===== src/rtl/alu_serial_ctrl.sv =====
// alu_serial_ctrl: bit-serial ADD/SUB/AND/OR sequencer with start/busy/done handshake.
// Define ALU_OVF_EN to add the registered two's-complement overflow flag ovf.
module alu_serial_ctrl #(
    parameter int WIDTH = 6,
    parameter int CNT_W = 3
) (
    input  logic             clk,
    input  logic             rst,
    input  logic             start,
    input  logic [1:0]       op,
    input  logic [WIDTH-1:0] a,
    input  logic [WIDTH-1:0] b,
    output logic             busy,
    output logic             done,
    output logic [WIDTH-1:0] result,
    output logic             carry,
`ifdef ALU_OVF_EN
    output logic             ovf,
`endif
    output logic             zero
);
    typedef enum logic [1:0] {IDLE, RUN, DONE} state_t;
    state_t state, state_d;
    logic [WIDTH-1:0] sa, sb, acc, acc_d;
    logic [CNT_W-1:0] cnt;
    logic [1:0] op_q;
    logic c, c_d, bit_s, last, load;
    // a start on the edge closing DONE is taken, so back-to-back ops issue every WIDTH+1 cycles
    always_comb begin
        bit_s = op_q[1] ? (op_q[0] ? sa[0] | sb[0] : sa[0] & sb[0]) : sa[0] ^ sb[0] ^ c;
        c_d = (sa[0] & sb[0]) | (c & (sa[0] ^ sb[0]));
        acc_d = {bit_s, acc[WIDTH-1:1]};
        last = cnt == CNT_W'(WIDTH - 1);
        load = start && state != RUN;
        state_d = state == RUN ? (last ? DONE : RUN) : (start ? RUN : IDLE);
        busy = state == RUN;
        done = state == DONE;
    end
    always_ff @(posedge clk) begin
        if (rst) begin
            state <= IDLE;
            sa <= '0;
            sb <= '0;
            acc <= '0;
            cnt <= '0;
            op_q <= '0;
            c <= 1'b0;
            result <= '0;
            carry <= 1'b0;
            zero <= 1'b0;
`ifdef ALU_OVF_EN
            ovf <= 1'b0;
`endif
        end else begin
            state <= state_d;
            if (load) begin
                sa <= a;
                sb <= op == 2'b01 ? ~b : b;
                c <= op == 2'b01;
                op_q <= op;
                cnt <= '0;
            end else if (state == RUN) begin
                sa <= sa >> 1;
                sb <= sb >> 1;
                acc <= acc_d;
                c <= c_d;
                cnt <= cnt + 1'b1;
                if (last) begin
                    result <= acc_d;
                    carry <= ~op_q[1] & c_d;
                    zero <= acc_d == '0;
`ifdef ALU_OVF_EN
                    ovf <= ~op_q[1] & (c ^ c_d);
`endif
                end
            end
        end
    end
endmodule


===== config.mk =====
export PLATFORM = sky130hd
export DESIGN_NAME = alu_serial_ctrl
export DESIGN_NICKNAME = d
export VERILOG_FILES = /design/src/rtl/alu_serial_ctrl.sv
export SDC_FILE = /design/constraint.sdc
export NUM_CORES = 1
export LEC_CHECK = 0
export ABC_AREA = 1
export CAP_MARGIN = 20
export CORE_ASPECT_RATIO = 1.4
export CORE_MARGIN = 2
export CORE_UTILIZATION = 47
export CTS_CLUSTER_SIZE = 24
export DETAILED_ROUTE_END_ITERATION = 8
export PLACE_DENSITY = 0.75
export REMOVE_ABC_BUFFERS = 1
export SETUP_SLACK_MARGIN = 0.4
export SYNTH_ARGS = -nofsm -noshare
export SYNTH_HDL_FRONTEND = slang
export SYNTH_SLANG_ARGS = --single-unit

===== constraint.sdc =====
create_clock -name clk -period 1.23 [get_ports clk]
set_input_delay 0.3075 -clock clk [delete_from_list [all_inputs] [get_ports clk]]
set_output_delay 0.3075 -clock clk [all_outputs]
set_load 0.01 [all_outputs]

Word-level counts from Yosys, hierarchy flattened:

Index checks and enable logic that the tools add are counted.

* muxes and demuxes: 12
* shift operators: 0
* multipliers: 0
* divide/modulo/power cells: 0
* equality and inequality tests: 5
* reduce and logical (&&, ||, !) cells: 6
* bitwise gates (word level): 10
* $lt $le $gt $ge: 0
* add/sub/neg operators: 1

Operators with widths (count)
* $mux W6: 5
* $logic_not A6 Y1: 1
* $not A6 Y6: 1
* $mux W1: 5
* $eq A2 B1 Y1 const B: 2
* $mux W2: 2
* $add A3 B1 Y3 const B: 1
* $and A1 B1 Y1: 3
* $eq A3 B3 Y1 const B: 1
* $reduce_and A3 Y1: 1
* $eq A2 B2 Y1 const B: 1
* $ne A2 B1 Y1 const B: 1
* $not A1 Y1: 2
* $or A1 B1 Y1: 2
* $reduce_and A2 Y1: 1
* $reduce_bool A2 Y1: 1
* $reduce_or A2 Y1: 1
* $xor A1 B1 Y1: 2
* $logic_and A1 B1 Y1: 1

* output and inout port bits: 10
* memory bits (writable): 0
* bits of input ports: 17
* latch bits: 0
* flip-flop bits (word level): 34
* word-level logic and storage cells: 44
* memories kept: 0
* memory bits (read-only): 0

Longest topological paths before layout:

Gate-level depths: netlist (run 1).

* word-level depth: 5
* gate-level depth with buffers: 10
* mapped depth without buffers: 10

Worst setup path after synthesis (run 1):

Ideal clock, no wire load.

* kind: reg-to-reg
* start: register c
* end: register zero
* setup slack: 46 ps
* clock period less this slack: 1184 ps
* setup time: 112 ps
* buffers on the path: 0
* stages on the path, launching flop included: 7
* data required time: 1118 ps
* arrival time: 1072 ps
* cell sequence: dfxtp_1 -> fa_1 -> nand2_1 -> nand2_1 -> inv_1 -> nand2_1 -> nand2_1

* longest elaborated chain between the ends: 3

RTL lines
* start: declaration: RTL line 27 `logic c, c_d, bit_s, last, load;`
* start signal: assignment: RTL line 47 `c <= 1'b0;`
* start signal: assignment: RTL line 59 `c <= op == 2'b01;`
* start signal: assignment: RTL line 66 `c <= c_d;`
* $xor A1 B1 Y1: RTL line 30 `bit_s = op_q[1] ? (op_q[0] ? sa[0] | sb[0] : sa[0] & sb[0]) : sa[0] ^ sb[0] ^ c;`
* $mux W1: RTL line 30
* $logic_not A6 Y1: RTL line 71 `zero <= acc_d == '0;`
* end signal: assignment: RTL line 50 `zero <= 1'b0;`
* end signal: assignment: RTL line 71
* end: declaration: RTL line 20 `output logic zero`

Every way passes these cells.
A chain may end at the register's enable or synchronous reset.

Worst setup path after layout (run 1):

* start: register sa[0]
* end: register acc[5]

* longest elaborated chain between the ends: 3
* elaborated cells on any way between the ends: 6
* classes of those cells: mux (2); bitwise (4)

RTL lines
* start: declaration: RTL line 24 `logic [WIDTH-1:0] sa, sb, acc, acc_d;`
* start signal: assignment: RTL line 63 `sa <= sa >> 1;`
* $xor A1 B1 Y1 (tied with other cells): RTL line 30
* $xor A1 B1 Y1 / $mux W1 (equally long branches): RTL line 30
* $mux W1 *: RTL line 30
* end signal: assignment: RTL line 44 `acc <= '0;`
* end signal: assignment: RTL line 65 `acc <= acc_d;`
* end: declaration: RTL line 24

Mark *: on every way between the ends. The rest lies on a longest branch, timed or not.

==> results of run 1 <==
==> flip-flops by register name (all words and copies together), names as in the netlist <==
name / flops
op_q: 2
zero: 1
sa: 6
sb: 6
cnt: 3
result: 6
c: 1
carry: 1
acc: 5
state: 2
==> stage by stage <==
| stage | utilization | cells |
|---|---|---|
| global placement | 0.618 | 306 |
| floorplan | - | 224 |
| global route | 0.810 | 325 |
| CTS | 0.767 | 322 |
| detailed placement | 0.618 | 306 |
| finish | 0.810 | 325 |
==> where the power goes <==
group	internal (uW)	switching, uW	leakage, uW
clock	505	389	0.0000542
sequential	1120	45.5	0.000276
combinational	263	272	0.000894
total	1890	706	0.00122
==> routing by layer <==
metal | track usage | vias up | part of all wire
li1 | - | 820 | -
met3 | 0.0533 | 24 | 0.032
met1 | 0.266 | 778 | 0.36
met4 | 0.128 | 0 | 0.047
met2 | 0.464 | 48 | 0.56
met5 | 0 | - | 0
==> cells in the final DEF, fill, tap and decap left out, drive strengths merged, types with 8 or more instances in the layout <==
master / count
nand2: 77
buf: 37
inv: 34
dfxtp: 33
nand3: 31
nor2: 21
clkdlybuf4s50: 15
a21oi: 11
o21ai: 9
clkbuf: 8
==> cell type report <==
type | count | area (sq um)
timing repair buffer | 54 | 586
inverter | 34 | 140
multi-input combinational | 157 | 1020
sequential | 33 | 681
clock inverter | 1 | 5.00
tap | 39 | 48.8
clock buffer | 7 | 96.3
fill | 194 | 606
==> cells by family after synthesis <==
kind of cell             count (synthesis)  share of synthesized area
adder cells (fa/ha/maj)                  5                     0.0442
XOR/XNOR                                 1                    0.00553
AND/OR/NAND/NOR                        131                      0.354
AO/OA/AOI/OAI                           20                     0.0631
buffers and inverters                   42                      0.116
flip-flops                              33                      0.417
==> synth_stat cells <==
| library cell | count |
|---|---|
| a21oi_1 | 11 |
| buf_2 | 3 |
| buf_4 | 2 |
| buf_6 | 2 |
| clkbuf_1 | 1 |
| dfxtp_1 | 33 |
| fa_1 | 1 |
| ha_1 | 4 |
| inv_1 | 30 |
| inv_2 | 4 |
| nand2_1 | 75 |
| nand2_2 | 1 |
| nand2_4 | 1 |
| nand3_1 | 31 |
| nor2_1 | 18 |
| nor2_2 | 1 |
| nor2_4 | 2 |
| nor3_1 | 1 |
| o21ai_0 | 9 |
| or2_2 | 1 |
| xor2_1 | 1 |
==> final timing paths <==
kind / slack, ns / cells after the start / startpoint / to
hold / removal: 0.45 / 2 / zero / zero
setup / recovery: -0.02 / 5 / sa[0] / acc[5]
setup reg to reg: -0.02 / 5 / sa[0] / acc[5]
hold reg to reg: 0.45 / 2 / zero / zero
==> what timing repair did <==
item / CTS / global route
endpoints found under the setup margin: 43 / 43
setup buffers: 8 / 2
pin swaps: 10 / 11
resized for setup: 144 / 26
hold buffers: 0 / 0
cloned: 0 / 1
hold endpoints to repair: 0 / 0
==> worst reg2reg max path: cells and delay by family, from the launching register on <==
kind / cells / cell delay (ns)
adder cells (fa/ha/maj): 1 / 0.45
flip-flops: 1 / 0.36
AND/OR/NAND/NOR: 3 / 0.28
buffers and inverters: 1 / 0.05
==> results.py, run 1 <==
metrics = {
    "yosys": {
        "synth_cell_types": 21,
        "avgSynthCellArea_sq_um": 6.83,
        "synth_top_cell_by_area": "dfxtp_1",
        "synthTopCellsByArea": "dfxtp_1, nand2_1, nand3_1",
        "yosys_warnings": 0,
        "seq_area_frac_synth": 0.417,
        "syn_inst": 232,
        "ys_seq_elements": 33,
        "yosysTopAreaCellShare": 0.417,
        "synth_area_sq_um": 1590,
    },
    "clock_network": {
        "cts_tree": "done",
        "path_clk_slew_ns": 0.07,
        "clk_latency_ns": 0.29,
        "cts_max_path_buffers": 2,
        "root_buffer": "clkbuf_8",
        "cts.htree.levels": 2,
        "clock-sinks": 33,
        "numCtsBuffers": 5,
    },
    "worst_setup_path": {
        "critPathMostFrequentCell": "nand2_1",
        "critPathSlowestCell": "fa_1",
        "crit_chain": "fa_1 > nand2_1 > nand3_1 > nand2_1 > inv_1",
        "cp.buffers_inverters": 1,
        "crit_path_start_kind": "register",
        "cp_max_fo": 4,
        "worstSetupEndpointType": "register",
        "crit_required_ns": 1.41,
        "path_delay_family": "adder cells",
        "crit_path_max_incr_delay_ns": 0.45,
        "worstPathArrival_ns": 1.43,
        "criticalPathCategory": "reg2reg",
    },
    "placement": {
        "port_buffers": 26,
        "dpl_worst_slack_ns": -0.256,
        "dp_hpwl_mm": 2.42,
        "place_area_sq_um": 1970,
        "gp_congestion": 0.774,
    },
    "pwr": {
        "leakage_uw": 0.00122,
        "irDropWorstVdd_mv": 0.995,
        "powerDensity_nw_per_um2": 1010,
        "finalPower_uw": 2590,
    },
    "timing": {
        "finalSetupViolations": 3,
        "rsz0062_at_grt": "true",
        "slew-limit-headroom": 0.705,
        "tns_ns": -0.0406,
        "finalMaxSlewViolations": 0,
        "clock_skew_ns": 0.00634,
        "worst_slew_pin_slew_ns": 0.442,
        "fmax_mhz": 802,
        "period_minus_slack_ns": 1.25,
        "hold_slack_ns": 0.448,
        "fin_ws_ns": -0.0167,
        "post-route-period-util": 1.01,
        "hold_viol": 0,
    },
    "detailed_routing": {
        "drt-wirelength-per-cell_microns": 14.1,
        "drt-pass1-iter-count": 4,
        "drc": 0,
        "drt_iter0_drc": 41,
        "vias_per_cell": 5.14,
        "finalWirelength_mm": 4.58,
        "ant_nets": 0,
        "num_vias": 1670,
    },
    "final_layout": {
        "synthToLayoutAreaGrowth_pct": 62.6,
        "nNetsFinal": 307,
        "drive_above_1_share": 0.441,
        "antenna_cells": 0,
        "final_area_sq_um": 2580,
    },
    "outcome": {
        "status": "complete, but fails checks",
        "violations": "negative setup slack",
    },
    "floorplanning": {
        "die_y_microns": 72.7,
        "die_area_sq_um": 3860,
        "rows": 24,
        "floorplan.initialDensity": 0.498,
        "chipWidth_microns": 53.1,
        "core_sq_um": 3180,
        "io-pin-count": 27,
    },
    "global_route": {
        "gr-usage-all-layers": 0.255,
        "grt_antenna_before_repair": 0,
        "grt_overflow": 0,
        "grt_pass1_wl_mm": 7.14,
        "grt_max_degree": 19,
        "grt_pass1_vias": 1639,
    },
    "flow_run": {
        "max_cap_violations": 0,
    },
    "hold_path": {
        "min_path_type": "reg2reg",
    },
}
Power figures use the tool's default switching activity.
==> run 2: changes to the inputs <==
--- a/config.mk
+++ b/config.mk
@@ -18,3 +18,4 @@
 export SYNTH_ARGS = -nofsm -noshare
 export SYNTH_HDL_FRONTEND = slang
 export SYNTH_SLANG_ARGS = --single-unit
+export TNS_END_PERCENT = 5
==> run 2 against run 1 <==
The flow still finishes with violations (negative setup slack); register-to-register slack is essentially flat; non-clock buffer count shrank 11; combinational power shrank 25%; largest power group unchanged.
==> results.py, run 2 (same netlist as run 1, synthesis figures left out) <==
metrics = {
    "outcome": {
        "status": "complete, but fails checks",
        "violations": "negative setup slack",
    },
    "placement": {
        "place_area_sq_um": 1970,
        "port_buffers": 26,
        "dp_hpwl_mm": 2.42,
        "gp_congestion": 0.774,
    },
    "final_layout": {
        "antenna_cells": 0,
        "top_regs": "result: 6 flops, sa: 6 flops, sb: 6 flops",
        "layout_common_cells": "nand2_1, inv_1, nand3_1",
        "synthToLayoutAreaGrowth_pct": 42.4,
        "final_area_sq_um": 2260,
        "fill_cells": 273,
        "nNetsFinal": 296,
        "mostFrequentLayoutCell": "nand2_1",
        "drive_above_1_share": 0.313,
        "final_util": 0.709,
    },
    "clock_network": {
        "clk_latency_ns": 0.28,
        "post-cts-setup-buffer-count": 0,
        "cts_max_path_buffers": 2,
        "cts.htree.levels": 2,
        "clock-sinks": 33,
        "numCtsBuffers": 5,
        "path_clk_slew_ns": 0.07,
        "root_buffer": "clkbuf_8",
        "cts_tree": "done",
    },
    "worst_setup_path": {
        "worstPathArrival_ns": 1.43,
        "worstSetupEndpointType": "register",
        "rrSetupSlack_ns": -0.01,
        "crit_path_start_kind": "register",
        "crit_required_ns": 1.41,
        "criticalPathCategory": "reg2reg",
        "cp_max_fo": 4,
    },
    "floorplanning": {
        "core_sq_um": 3180,
        "io-pin-count": 27,
        "chipWidth_microns": 53.1,
        "floorplan.initialDensity": 0.498,
        "die_y_microns": 72.7,
        "die_area_sq_um": 3860,
        "rows": 24,
    },
    "timing": {
        "slew-limit-headroom": 0.764,
        "rsz0062_at_grt": "true",
        "fin_ws_ns": -0.0121,
        "worst_slew_pin_slew_ns": 0.354,
        "post-route-period-util": 1.01,
        "finalMaxSlewViolations": 0,
        "finalSetupViolations": 1,
        "fmax_mhz": 805,
        "period_minus_slack_ns": 1.24,
        "hold_viol": 0,
        "clock_skew_ns": 0.00647,
    },
    "pwr": {
        "finalPower_uw": 2440,
        "powerDensity_nw_per_um2": 1080,
        "irDropWorstVdd_mv": 0.786,
        "leakage_uw": 0.00108,
    },
    "detailed_routing": {
        "drc": 0,
        "wl_met2_mm": 1.78,
        "drt_iter0_drc": 33,
        "route.met3.wl_microns": 83,
        "vias_per_cell": 4.75,
        "ant_nets": 0,
        "drt-wirelength-per-cell_microns": 10.7,
        "finalWirelength_mm": 3.37,
        "drt-pass1-iter-count": 4,
        "num_vias": 1492,
        "met1_length_mm": 1.44,
        "top_layer_used": "met4",
    },
    "global_route": {
        "grt_antenna_before_repair": 0,
        "grt_pass1_wl_mm": 5.91,
        "gr-usage-all-layers": 0.203,
        "grt_max_degree": 19,
        "grt_overflow": 0,
        "grt_pass1_vias": 1443,
    },
    "hold_path": {
        "min_path_type": "reg2reg",
    },
    "flow_run": {
        "max_cap_violations": 0,
    },
}
==> run 2: cell types whose count changed in the layout (fill, tap and decap cells not counted), moves of 4 or more <==
cell,before,now
nand3_1,10,21
nand3_2,19,10
buf_6,21,13
nand2_1,63,70
nand2_2,9,4
a21oi_1,4,8
a21oi_2,7,3
buf_12,4,0
==> run 2: stage by stage <==
| step | setup slack (ns) | setup TNS [ns] | cells | hold WS, ns |
|---|---|---|---|---|
| after floorplan | 0.0458 | 0 | 224 | 0.377 |
| after global placement | -0.206 | -4.08 | 306 | 0.435 |
| after detailed placement | -0.256 | -4.47 | 306 | 0.440 |
| after CTS | -0.0139 | -0.0139 | 314 | 0.454 |
| after global routing | -0.0672 | -0.244 | 314 | 0.465 |
| final | -0.0121 | -0.0121 | 314 | 0.447 |
==> run 2: report_power, final <==
part,leakage (uW),switching [uW],internal [uW]
registers,0.000276,38.0,1120
logic,0.000749,212,188
clock network,0.0000542,375,505
==> run 2: final cells by class <==
class                           count  area [sq um]  area share
Tap cell                           39          48.8      0.0216
Timing Repair Buffer               43           413       0.183
Sequential cell                    33           681       0.302
Multi-Input combinational cell    157           878       0.389
Clock buffer                        7          96.3      0.0427
Inverter                           34           135      0.0599
Clock inverter                      1          5.00     0.00222
==> run 2: final timing paths <==
check	start	to	cells after the start
setup reg to reg	sa[0]	zero	6
hold reg to reg	zero	zero	2
hold / removal	zero	zero	2
setup / recovery	sa[0]	zero	6
==> run 2: worst max-delay path, stage by stage, from the launching register on <==
cell	delay, ns
dfxtp_4	0.36
fa_1	0.50
nand2_1	0.06
nand2_1	0.09
inv_1	0.04
nand2_1	0.05
nand2_1	0.04
==> run 2: timing repair <==
action,4_1_cts,5_1_grt
pin swaps,24,9
setup endpoints to repair,43,43
gates resized for setup,105,9
hold buffers,0,0
==> run 2: metal layers <==
layer,GRT usage,vias to the layer above
li1,-,798
met1,0.229,665
met2,0.360,22
met3,0.0369,7
met4,0.0940,0
met5,0,-
==> run 3: changes to the inputs <==
--- a/config.mk
+++ b/config.mk
@@ -6,7 +6,6 @@
 export NUM_CORES = 1
 export LEC_CHECK = 0
 export ABC_AREA = 1
-export CAP_MARGIN = 20
 export CORE_ASPECT_RATIO = 1.4
 export CORE_MARGIN = 2
 export CORE_UTILIZATION = 47
==> results of run 3 <==
Final layout, timing and power as in run 2 (identical DEF).
